### src/rtl/mem_req_arbiter.sv
// mem_req_arbiter: one-in-flight arbiter between fetch, load and store
// requesters and a byte-serial memory controller, with flush draining.
module mem_req_arbiter #(
   parameter int XLEN           = 32,
   parameter int ROB_SIZE_WIDTH = 5,
   parameter int STARVE_LIMIT   = 4
) (
   input  logic                      clk,
   input  logic                      rst_n,
   input  logic                      rdy,
   input  logic                      flush,
   input  logic                      if_req,
   input  logic [XLEN-1:0]           if_addr,
   input  logic                      ld_req,
   input  logic [XLEN-1:0]           ld_addr,
   input  logic [1:0]                ld_size,
   input  logic                      ld_signed,
   input  logic [ROB_SIZE_WIDTH-1:0] ld_id,
   input  logic                      st_req,
   input  logic [XLEN-1:0]           st_addr,
   input  logic [1:0]                st_size,
   input  logic [XLEN-1:0]           st_data,
   output logic                      if_gnt,
   output logic                      ld_gnt,
   output logic                      st_gnt,
   output logic                      if_resp_valid,
   output logic [XLEN-1:0]           if_resp_inst,
   output logic [XLEN-1:0]           if_resp_addr,
   output logic                      ld_resp_valid,
   output logic [XLEN-1:0]           ld_resp_data,
   output logic [ROB_SIZE_WIDTH-1:0] ld_resp_id,
   output logic                      mc_req_valid,
   output logic                      mc_req_wr,
   output logic [XLEN-1:0]           mc_req_addr,
   output logic [1:0]                mc_req_size,
   output logic [XLEN-1:0]           mc_req_wdata,
   input  logic                      mc_busy,
   input  logic                      mc_done,
   input  logic [XLEN-1:0]           mc_rdata
);

   localparam int SW = $clog2(STARVE_LIMIT + 1);

   typedef enum logic [1:0] {IDLE, ISSUE, WAIT, DRAIN} state_t;
   typedef enum logic [1:0] {K_IF, K_LD, K_ST} kind_t;

   state_t                    state_q, state_d;
   kind_t                     kind_q, kind_d;
   logic [SW-1:0]             streak_q, streak_d;
   logic                      last_data_q, last_data_d;
   logic                      acc_q, acc_d;
   logic [XLEN-1:0]           addr_q, addr_d;
   logic [1:0]                size_q, size_d;
   logic [XLEN-1:0]           wdata_q, wdata_d;
   logic                      wr_q, wr_d;
   logic                      sgn_q, sgn_d;
   logic [ROB_SIZE_WIDTH-1:0] id_q, id_d;
   logic                      mc_valid_q, mc_valid_d;
   logic                      if_gnt_q, if_gnt_d;
   logic                      ld_gnt_q, ld_gnt_d;
   logic                      st_gnt_q, st_gnt_d;
   logic                      if_rv_q, if_rv_d;
   logic [XLEN-1:0]           if_inst_q, if_inst_d;
   logic [XLEN-1:0]           if_raddr_q, if_raddr_d;
   logic                      ld_rv_q, ld_rv_d;
   logic [XLEN-1:0]           ld_data_q, ld_data_d;
   logic [ROB_SIZE_WIDTH-1:0] ld_rid_q, ld_rid_d;

   logic                      win_st, win_if, win_ld;
   logic                      cancel;
   logic [SW-1:0]             streak_inc;
   logic [XLEN-1:0]           ld_ext;

   always_comb begin
      ld_ext = mc_rdata;
      unique case (size_q)
         2'b00:   ld_ext = {{(XLEN-8){sgn_q & mc_rdata[7]}},
                            mc_rdata[7:0]};
         2'b01:   ld_ext = {{(XLEN-16){sgn_q & mc_rdata[15]}},
                            mc_rdata[15:0]};
         default: ld_ext = mc_rdata;
      endcase
   end

   // Fetch wins a tie after a data grant or once data has hit the streak cap.
   assign win_st = st_req;
   assign win_if = !st_req && if_req &&
                   (!ld_req || last_data_q ||
                    streak_q == SW'(STARVE_LIMIT));
   assign win_ld = !st_req && ld_req && !win_if;
   assign cancel = flush && (kind_q != K_ST);
   assign streak_inc = (streak_q == SW'(STARVE_LIMIT)) ?
                       streak_q : streak_q + SW'(1);

   always_comb begin
      state_d     = state_q;
      kind_d      = kind_q;
      streak_d    = streak_q;
      last_data_d = last_data_q;
      acc_d       = acc_q;
      addr_d      = addr_q;
      size_d      = size_q;
      wdata_d     = wdata_q;
      wr_d        = wr_q;
      sgn_d       = sgn_q;
      id_d        = id_q;
      mc_valid_d  = mc_valid_q;
      if_gnt_d    = if_gnt_q;
      ld_gnt_d    = ld_gnt_q;
      st_gnt_d    = st_gnt_q;
      if_rv_d     = if_rv_q;
      if_inst_d   = if_inst_q;
      if_raddr_d  = if_raddr_q;
      ld_rv_d     = ld_rv_q;
      ld_data_d   = ld_data_q;
      ld_rid_d    = ld_rid_q;
      if (rdy) begin
         if_gnt_d = 1'b0;
         ld_gnt_d = 1'b0;
         st_gnt_d = 1'b0;
         if_rv_d  = 1'b0;
         ld_rv_d  = 1'b0;
         unique case (state_q)
            IDLE: begin
               if (!flush) begin
                  unique case (1'b1)
                     win_st: begin
                        st_gnt_d    = 1'b1;
                        kind_d      = K_ST;
                        addr_d      = st_addr;
                        size_d      = st_size;
                        wdata_d     = st_data;
                        wr_d        = 1'b1;
                        streak_d    = streak_inc;
                        last_data_d = 1'b1;
                        mc_valid_d  = 1'b1;
                        state_d     = ISSUE;
                     end
                     win_if: begin
                        if_gnt_d    = 1'b1;
                        kind_d      = K_IF;
                        addr_d      = if_addr;
                        size_d      = 2'b10;
                        wdata_d     = '0;
                        wr_d        = 1'b0;
                        streak_d    = '0;
                        last_data_d = 1'b0;
                        mc_valid_d  = 1'b1;
                        state_d     = ISSUE;
                     end
                     win_ld: begin
                        ld_gnt_d    = 1'b1;
                        kind_d      = K_LD;
                        addr_d      = ld_addr;
                        size_d      = ld_size;
                        sgn_d       = ld_signed;
                        id_d        = ld_id;
                        wdata_d     = '0;
                        wr_d        = 1'b0;
                        streak_d    = streak_inc;
                        last_data_d = 1'b1;
                        mc_valid_d  = 1'b1;
                        state_d     = ISSUE;
                     end
                     default: ;
                  endcase
               end
            end
            ISSUE: begin
               if (!mc_busy) begin
                  mc_valid_d = 1'b0;
                  acc_d      = 1'b1;
                  state_d    = cancel ? DRAIN : WAIT;
               end else if (cancel) begin
                  mc_valid_d = 1'b0;
                  acc_d      = 1'b0;
                  state_d    = DRAIN;
               end
            end
            WAIT: begin
               if (mc_done) begin
                  state_d = IDLE;
                  if (!flush && kind_q == K_IF) begin
                     if_rv_d    = 1'b1;
                     if_inst_d  = mc_rdata;
                     if_raddr_d = addr_q;
                  end
                  if (!flush && kind_q == K_LD) begin
                     ld_rv_d   = 1'b1;
                     ld_data_d = ld_ext;
                     ld_rid_d  = id_q;
                  end
               end else if (cancel) begin
                  state_d = DRAIN;
               end
            end
            DRAIN: begin
               if (!acc_q || mc_done) state_d = IDLE;
            end
            default: state_d = IDLE;
         endcase
      end
   end

   always_ff @(posedge clk or negedge rst_n) begin
      if (!rst_n) begin
         state_q     <= IDLE;
         kind_q      <= K_IF;
         streak_q    <= '0;
         last_data_q <= 1'b1;
         acc_q       <= 1'b0;
         addr_q      <= '0;
         size_q      <= '0;
         wdata_q     <= '0;
         wr_q        <= 1'b0;
         sgn_q       <= 1'b0;
         id_q        <= '0;
         mc_valid_q  <= 1'b0;
         if_gnt_q    <= 1'b0;
         ld_gnt_q    <= 1'b0;
         st_gnt_q    <= 1'b0;
         if_rv_q     <= 1'b0;
         if_inst_q   <= '0;
         if_raddr_q  <= '0;
         ld_rv_q     <= 1'b0;
         ld_data_q   <= '0;
         ld_rid_q    <= '0;
      end else begin
         state_q     <= state_d;
         kind_q      <= kind_d;
         streak_q    <= streak_d;
         last_data_q <= last_data_d;
         acc_q       <= acc_d;
         addr_q      <= addr_d;
         size_q      <= size_d;
         wdata_q     <= wdata_d;
         wr_q        <= wr_d;
         sgn_q       <= sgn_d;
         id_q        <= id_d;
         mc_valid_q  <= mc_valid_d;
         if_gnt_q    <= if_gnt_d;
         ld_gnt_q    <= ld_gnt_d;
         st_gnt_q    <= st_gnt_d;
         if_rv_q     <= if_rv_d;
         if_inst_q   <= if_inst_d;
         if_raddr_q  <= if_raddr_d;
         ld_rv_q     <= ld_rv_d;
         ld_data_q   <= ld_data_d;
         ld_rid_q    <= ld_rid_d;
      end
   end

   assign if_gnt        = if_gnt_q;
   assign ld_gnt        = ld_gnt_q;
   assign st_gnt        = st_gnt_q;
   assign if_resp_valid = if_rv_q;
   assign if_resp_inst  = if_inst_q;
   assign if_resp_addr  = if_raddr_q;
   assign ld_resp_valid = ld_rv_q;
   assign ld_resp_data  = ld_data_q;
   assign ld_resp_id    = ld_rid_q;
   assign mc_req_valid  = mc_valid_q;
   assign mc_req_wr     = wr_q;
   assign mc_req_addr   = addr_q;
   assign mc_req_size   = size_q;
   assign mc_req_wdata  = wdata_q;

endmodule

### config.mk
export PLATFORM = sky130hd
export DESIGN_NAME = mem_req_arbiter
export DESIGN_NICKNAME = d
export VERILOG_FILES = /design/src/rtl/mem_req_arbiter.sv
export SDC_FILE = /design/constraint.sdc
export NUM_CORES = 1
export LEC_CHECK = 0
export ABC_CLOCK_PERIOD_IN_PS = 2500
export BUFFER_PORTS_ARGS = -buffer_cell sky130_fd_sc_hd__clkbuf_2
export CAP_MARGIN = 20
export CORE_UTILIZATION = 29
export DETAILED_ROUTE_END_ITERATION = 10
export SYNTH_ARGS = -nofsm -noshare
export SYNTH_HDL_FRONTEND = slang
export SYNTH_SLANG_ARGS = --single-unit
### constraint.sdc
create_clock -name clk -period 2.5 [get_ports clk]
set_input_delay 0.375 -clock clk [delete_from_list [all_inputs] [get_ports clk]]
set_output_delay 0.375 -clock clk [all_outputs]
set_load 0.01 [all_outputs]
== Word-level counts from Yosys, hierarchy flattened ==
Cells that the tools add are included.

* Flip-flop bits (word level): 189
* Input bits: 179

* $add $sub $neg: 1
* Eq/ne operators: 13
* Muxes and demuxes: 38
* Bitwise operators: 3
* Reduce and logical (&&, ||, !) cells: 35

{| class="wikitable"
|+ Operators by type and width
! operator !! number
|-
| $pmux 32 s2 || 2
|-
| $pmux 32 s3 || 1
|-
| $reduce_and 4->1 || 7
|-
| $mux 1 || 21
|-
| $mux 2 || 6
|-
| $pmux 2 s3 || 2
|-
| $ne 2x2->1 const B || 5
|-
| $reduce_and 5->1 || 2
|-
| $pmux 2 s4 || 1
|-
| $logic_and 1x1->1 || 7
|-
| $eq 2x1->1 const B || 3
|-
| $logic_not 2->1 || 3
|-
| $pmux 1 s2 || 3
|-
| $pmux 3 s2 || 1
|-
| $reduce_bool 2->1 || 3
|-
| $logic_not 1->1 || 5
|-
| $eq 2x2->1 const B || 2
|-
| $reduce_or 2->1 || 2
|-
| $add 3x1->3 const B || 1
|-
| $eq 3x3->1 const B || 1
|-
| $logic_or 1x1->1 || 3
|-
| $mux 3 || 1
|-
| $ne 3x3->1 const B || 1
|-
| $reduce_and 3->1 || 1
|-
| other kinds (5) || 6
|}

== Longest topological paths before layout ==
* Word-level depth: 10
* Depth in mapped cells: 7
* Mapped depth without buffers: 6

== Worst setup path after synthesis ==
No wires, ideal clock.

* Kind: flip-flop to flip-flop
* Start: reg streak_q[0]
* End: reg id_q[0]
* Data arrival time: 1715 ps
* Required time: 2375 ps
* Slack: 661 ps
* Cell stages (with the launch flop): 7
* Buffers on the path: 0
* Period minus slack after synthesis: 1839 ps
* Path through: dfrtp_1 inv_1 ha_1 a21oi_1 o21ai_2 nor4_4 mux2_2

* Word-level cells in the longest chain between the ends: 6

{| class="wikitable"
|+ RTL lines
! item !! RTL line !! RTL
|-
| start: declaration || 49 || <nowiki>logic [SW-1:0] streak_q, streak_d;</nowiki>
|-
| start signal: assignment || 231 || <nowiki>streak_q <= streak_d;</nowiki>
|-
| $eq 3x3->1 || 89 || <nowiki>streak_q == SW'(STARVE_LIMIT));</nowiki>
|-
| $logic_or 1x1->1 || 88 || <nowiki>(!ld_req || last_data_q ||</nowiki>
|-
| $logic_and 1x1->1 || 87 || <nowiki>assign win_if = !st_req && if_req &&</nowiki>
|-
| $logic_not 1->1 || 90 || <nowiki>assign win_ld = !st_req && ld_req && !win_if;</nowiki>
|-
| $logic_and 1x1->1 || 90 ||
|-
| $reduce_and 4->1 (no source line) || - ||
|-
| end signal: assignment || 239 || <nowiki>id_q <= id_d;</nowiki>
|-
| end: declaration || 57 || <nowiki>logic [ROB_SIZE_WIDTH-1:0] id_q, id_d;</nowiki>
|}

No other way between the ends.
A chain may end at the register's enable or synchronous reset.

== Worst setup path after layout ==
* Start: reg streak_q[0]
* End: reg addr_q[10] (netlist: mc_req_addr[10])

* Word-level cells in the longest chain between the ends: 7
* Elaborated cells on any way between the ends: 8
* Classes of those cells: 1 x eq/ne; 1 x mux; 6 x reduce/logical

{| class="wikitable"
|+ RTL lines
! item !! RTL line !! RTL
|-
| $eq 3x3->1 * || 89 ||
|-
| $logic_or 1x1->1 * || 88 ||
|-
| $logic_and 1x1->1 * || 87 ||
|-
| $logic_not 1->1 || 90 ||
|-
| $logic_and 1x1->1 || 90 ||
|-
| $reduce_bool 3->1 (no source line) || - ||
|-
| $reduce_and 4->1 (no source line) || - ||
|-
| end signal: assignment || 234 || <nowiki>addr_q <= addr_d;</nowiki>
|-
| end: declaration || 52 || <nowiki>logic [XLEN-1:0] addr_q, addr_d;</nowiki>
|}

Mark *: on every way between the ends. The rest lies on a longest branch, timed or not.

==> qor.txt <==
Placement Rows: 60
WL/cell: 16.8 um
Worst setup SP type: register
Max Clock Freq: 478 MHz
Reg2reg start: streak_q[0]
Leakage power: 0.00576 uW
Mapped Cells: 627
Area Overhead vs Synth: 35.8%
Global-route wire length before repair: 35400 um
Wirelength, routed: 22400 um
Synth top cells by count: 188 x dfrtp_1, 54 x nand2_1, 49 x mux2_4, 35 x nor2_1
Clock buffer count from CTS: 17
# clock sinks: 189
Post-synthesis sequential area ratio: 59.5%
First-pass iteration count of the detailed router: 6
DP Area: 10200 um^2
Critical Path End Type: register
Largest family of logic cells by synthesized area: compound AO/OA/AOI/OAI gates
Synth Area in Adders: 0.315%
Starting Density: 29.5%
Slew @ Worst Pin: 678 ps
Synth top area cells: dfrtp_1 59%, mux2_4 9.2%, mux2_2 4.4%
Gr ovfl total: 0
Skew final: 13.1 ps
Leading area contributor after synthesis: dfrtp_1
Syn. warnings: 0
RSZ-0062 raised after global routing: no
Worst min path class: in -> reg
Post-Synth XOR/XNOR Area: 0%
Hold_buf cts: 1
Post-CTS sizing: 0
Setup violations, final: 0
Critical hold path startpoint: ld_id[2]
Worst skew pair latency: 430 ps
Number of setup buffers added after CTS: 0
Syn_nets: 808
PwrDens: 1080 nW/um^2
Minimum clock period: 2090 ps
Die height: 168 um
Ys flop type: dfrtp_1
Largest net degree at the start of global routing: 75
Via Count: 6270
Synthesized area: 7950 um^2
Post-synthesis compound-gate area fraction: 15.6%
Worst-path fanout max: 31
Remaining antenna violation count: 0
Core Region: 27000 um^2
Mux cell area share after synthesis: 14.5%
Share of cells above drive strength 1: 50.1%
Antenna diodes: 0
Final period util: 83.8%
CTS clk-pin slew, worst paths: 70 ps
Top-count cell post-synth: dfrtp_1
Post-synth EDFFs: 0
Hold Path End: id_q[2]
Peak VDD IR: 0.432 mV
Crit path kind: reg -> reg
Design area: 10800 um^2
Post-synth ARST share: 100%
Port bufs: 352
R2R cell count: 7
Yosys reg bits: 189
GP Congestion: 0.802
Layout Utilization: 40.1%
Fin Setup TNS: 0 ps
Initial antenna violation count: 1
Root Buffer: clkbuf_16
Status: finished clean
Hold depth: 2
Initial DRC Count: 319
Worst r2r dst: mc_req_addr[10]
Die ar.: 28100 um^2
Clk buf depth: 2
GRT Total Usage: 16.2%
Syn Area/Cell: 12.7 um^2
Clock tree from TritonCTS: built
Max Slew Vio Count: 0
Max_cap viols: 0
DRC Markers: 0
R2R Setup Slk: 410 ps
Ports: 353
Final-report hold violation count: 0
CP required: 2820 ps
Yosys cell types: 44
# H-tree levels: 4
Vias in the first global route: 6239
Slew Limit Headroom: 54.8%
Die Wd: 168 um
Routed vias/inst: 4.71
Simple-gate share of the synthesized area: 6.65%
Worst hold margin: 157 ps
Final nets: 1158
Top-area cell type share of the netlist area: 59.1%
Critical Path AT: 2410 ps
Post-DP HPWL: 16600 um
==> flip-flops by register name (all words and copies together) (netlist names) <==
| register | count |
|---|---|
| mc_req_wr | 1 |
| if_resp_valid | 1 |
| sgn_q | 1 |
| mc_req_valid | 1 |
| kind_q | 2 |
| mc_req_addr | 32 |
| ld_resp_data | 32 |
| ld_resp_valid | 1 |
| if_resp_inst | 32 |
| mc_req_size | 2 |
| id_q | 5 |
| st_gnt | 1 |
| if_gnt | 1 |
| mc_req_wdata | 32 |
| acc_q | 1 |
| if_resp_addr | 32 |
| state_q | 2 |
| ld_resp_id | 5 |
| ld_gnt | 1 |
| streak_q | 3 |
| last_data_q | 1 |
==> per-layer routing <==
metal	GRT usage (%)	routed length [um]	vias to the layer above
met5	0	0	-
li1	-	-	2974
met1	21.1	10200	3055
met2	26.2	10700	219
met4	5.23	306	0
met3	4.04	1230	22
==> cell usage in the layout, fill, tap and decap left out, drive strengths merged, types with 22 or more instances in the layout <==
cell type,n
o21ai,32
nand2,55
o31ai,31
clkbuf,371
a21oi,29
o22ai,32
nor2,35
mux2,85
dfrtp,188
a22o,32
buf,22
==> stage by stage <==
| step | std cells | power [uW] | worst slack [ps] |
|---|---|---|---|
| after floorplan | 627 | 7100 | 661 |
| after global placement | 1298 | 8880 | 474 |
| after detailed placement | 1298 | 8970 | 439 |
| after CTS | 1330 | 11900 | 429 |
| after global routing | 1330 | 12400 | 183 |
| final | 1330 | 11700 | 406 |
==> critical path, stage by stage, from the launching register on <==
cell     delay [ps]
dfrtp_1         370
inv_1            70
ha_1            240
a21oi_1         370
a211o_1         210
buf_4           320
o22ai_1         120
o31ai_1         270
==> how the worst max path moves through the flow <==
stage	to	start	cells past startpoint	slack, ps
after floorplan	id_q[0]	streak_q[0]	6	660
final	mc_req_addr[10]	streak_q[0]	7	410
after global placement	if_resp_addr[31]	flush	5	470
after detailed placement	mc_req_addr[10]	streak_q[0]	7	440
after CTS	mc_req_addr[10]	streak_q[0]	7	430
after global routing	mc_req_addr[13]	streak_q[0]	7	180
==> layout make-up <==
| type | count | area [um^2] |
|---|---|---|
| sequential | 189 | 4730 |
| clock buffer | 19 | 443 |
| multi-input combinational | 382 | 2960 |
| fill | 2675 | 16100 |
| inverter | 12 | 45.0 |
| tap | 341 | 427 |
| clock inverter | 12 | 161 |
| timing repair buffer | 375 | 2030 |
==> power by group <==
part           leakage, uW  internal [uW]  total [uW]  switching (uW)
sequential         0.00249           4210        5070             860
combinational      0.00298           1950        3790            1840
clock             0.000292           1610        2820            1210
total              0.00576           7770       11700            3910
==> cell families (layout without fill, tap and decap cells) <==
logic type	count (synthesis)	after routing
adders and majority gates	2	2
AOI/OAI and AO/OA	184	184
DFF	189	189
buffers and inverters	56	418
and+or+nand+nor	110	110
muxes	86	86
(Power assumes the default switching activity.)
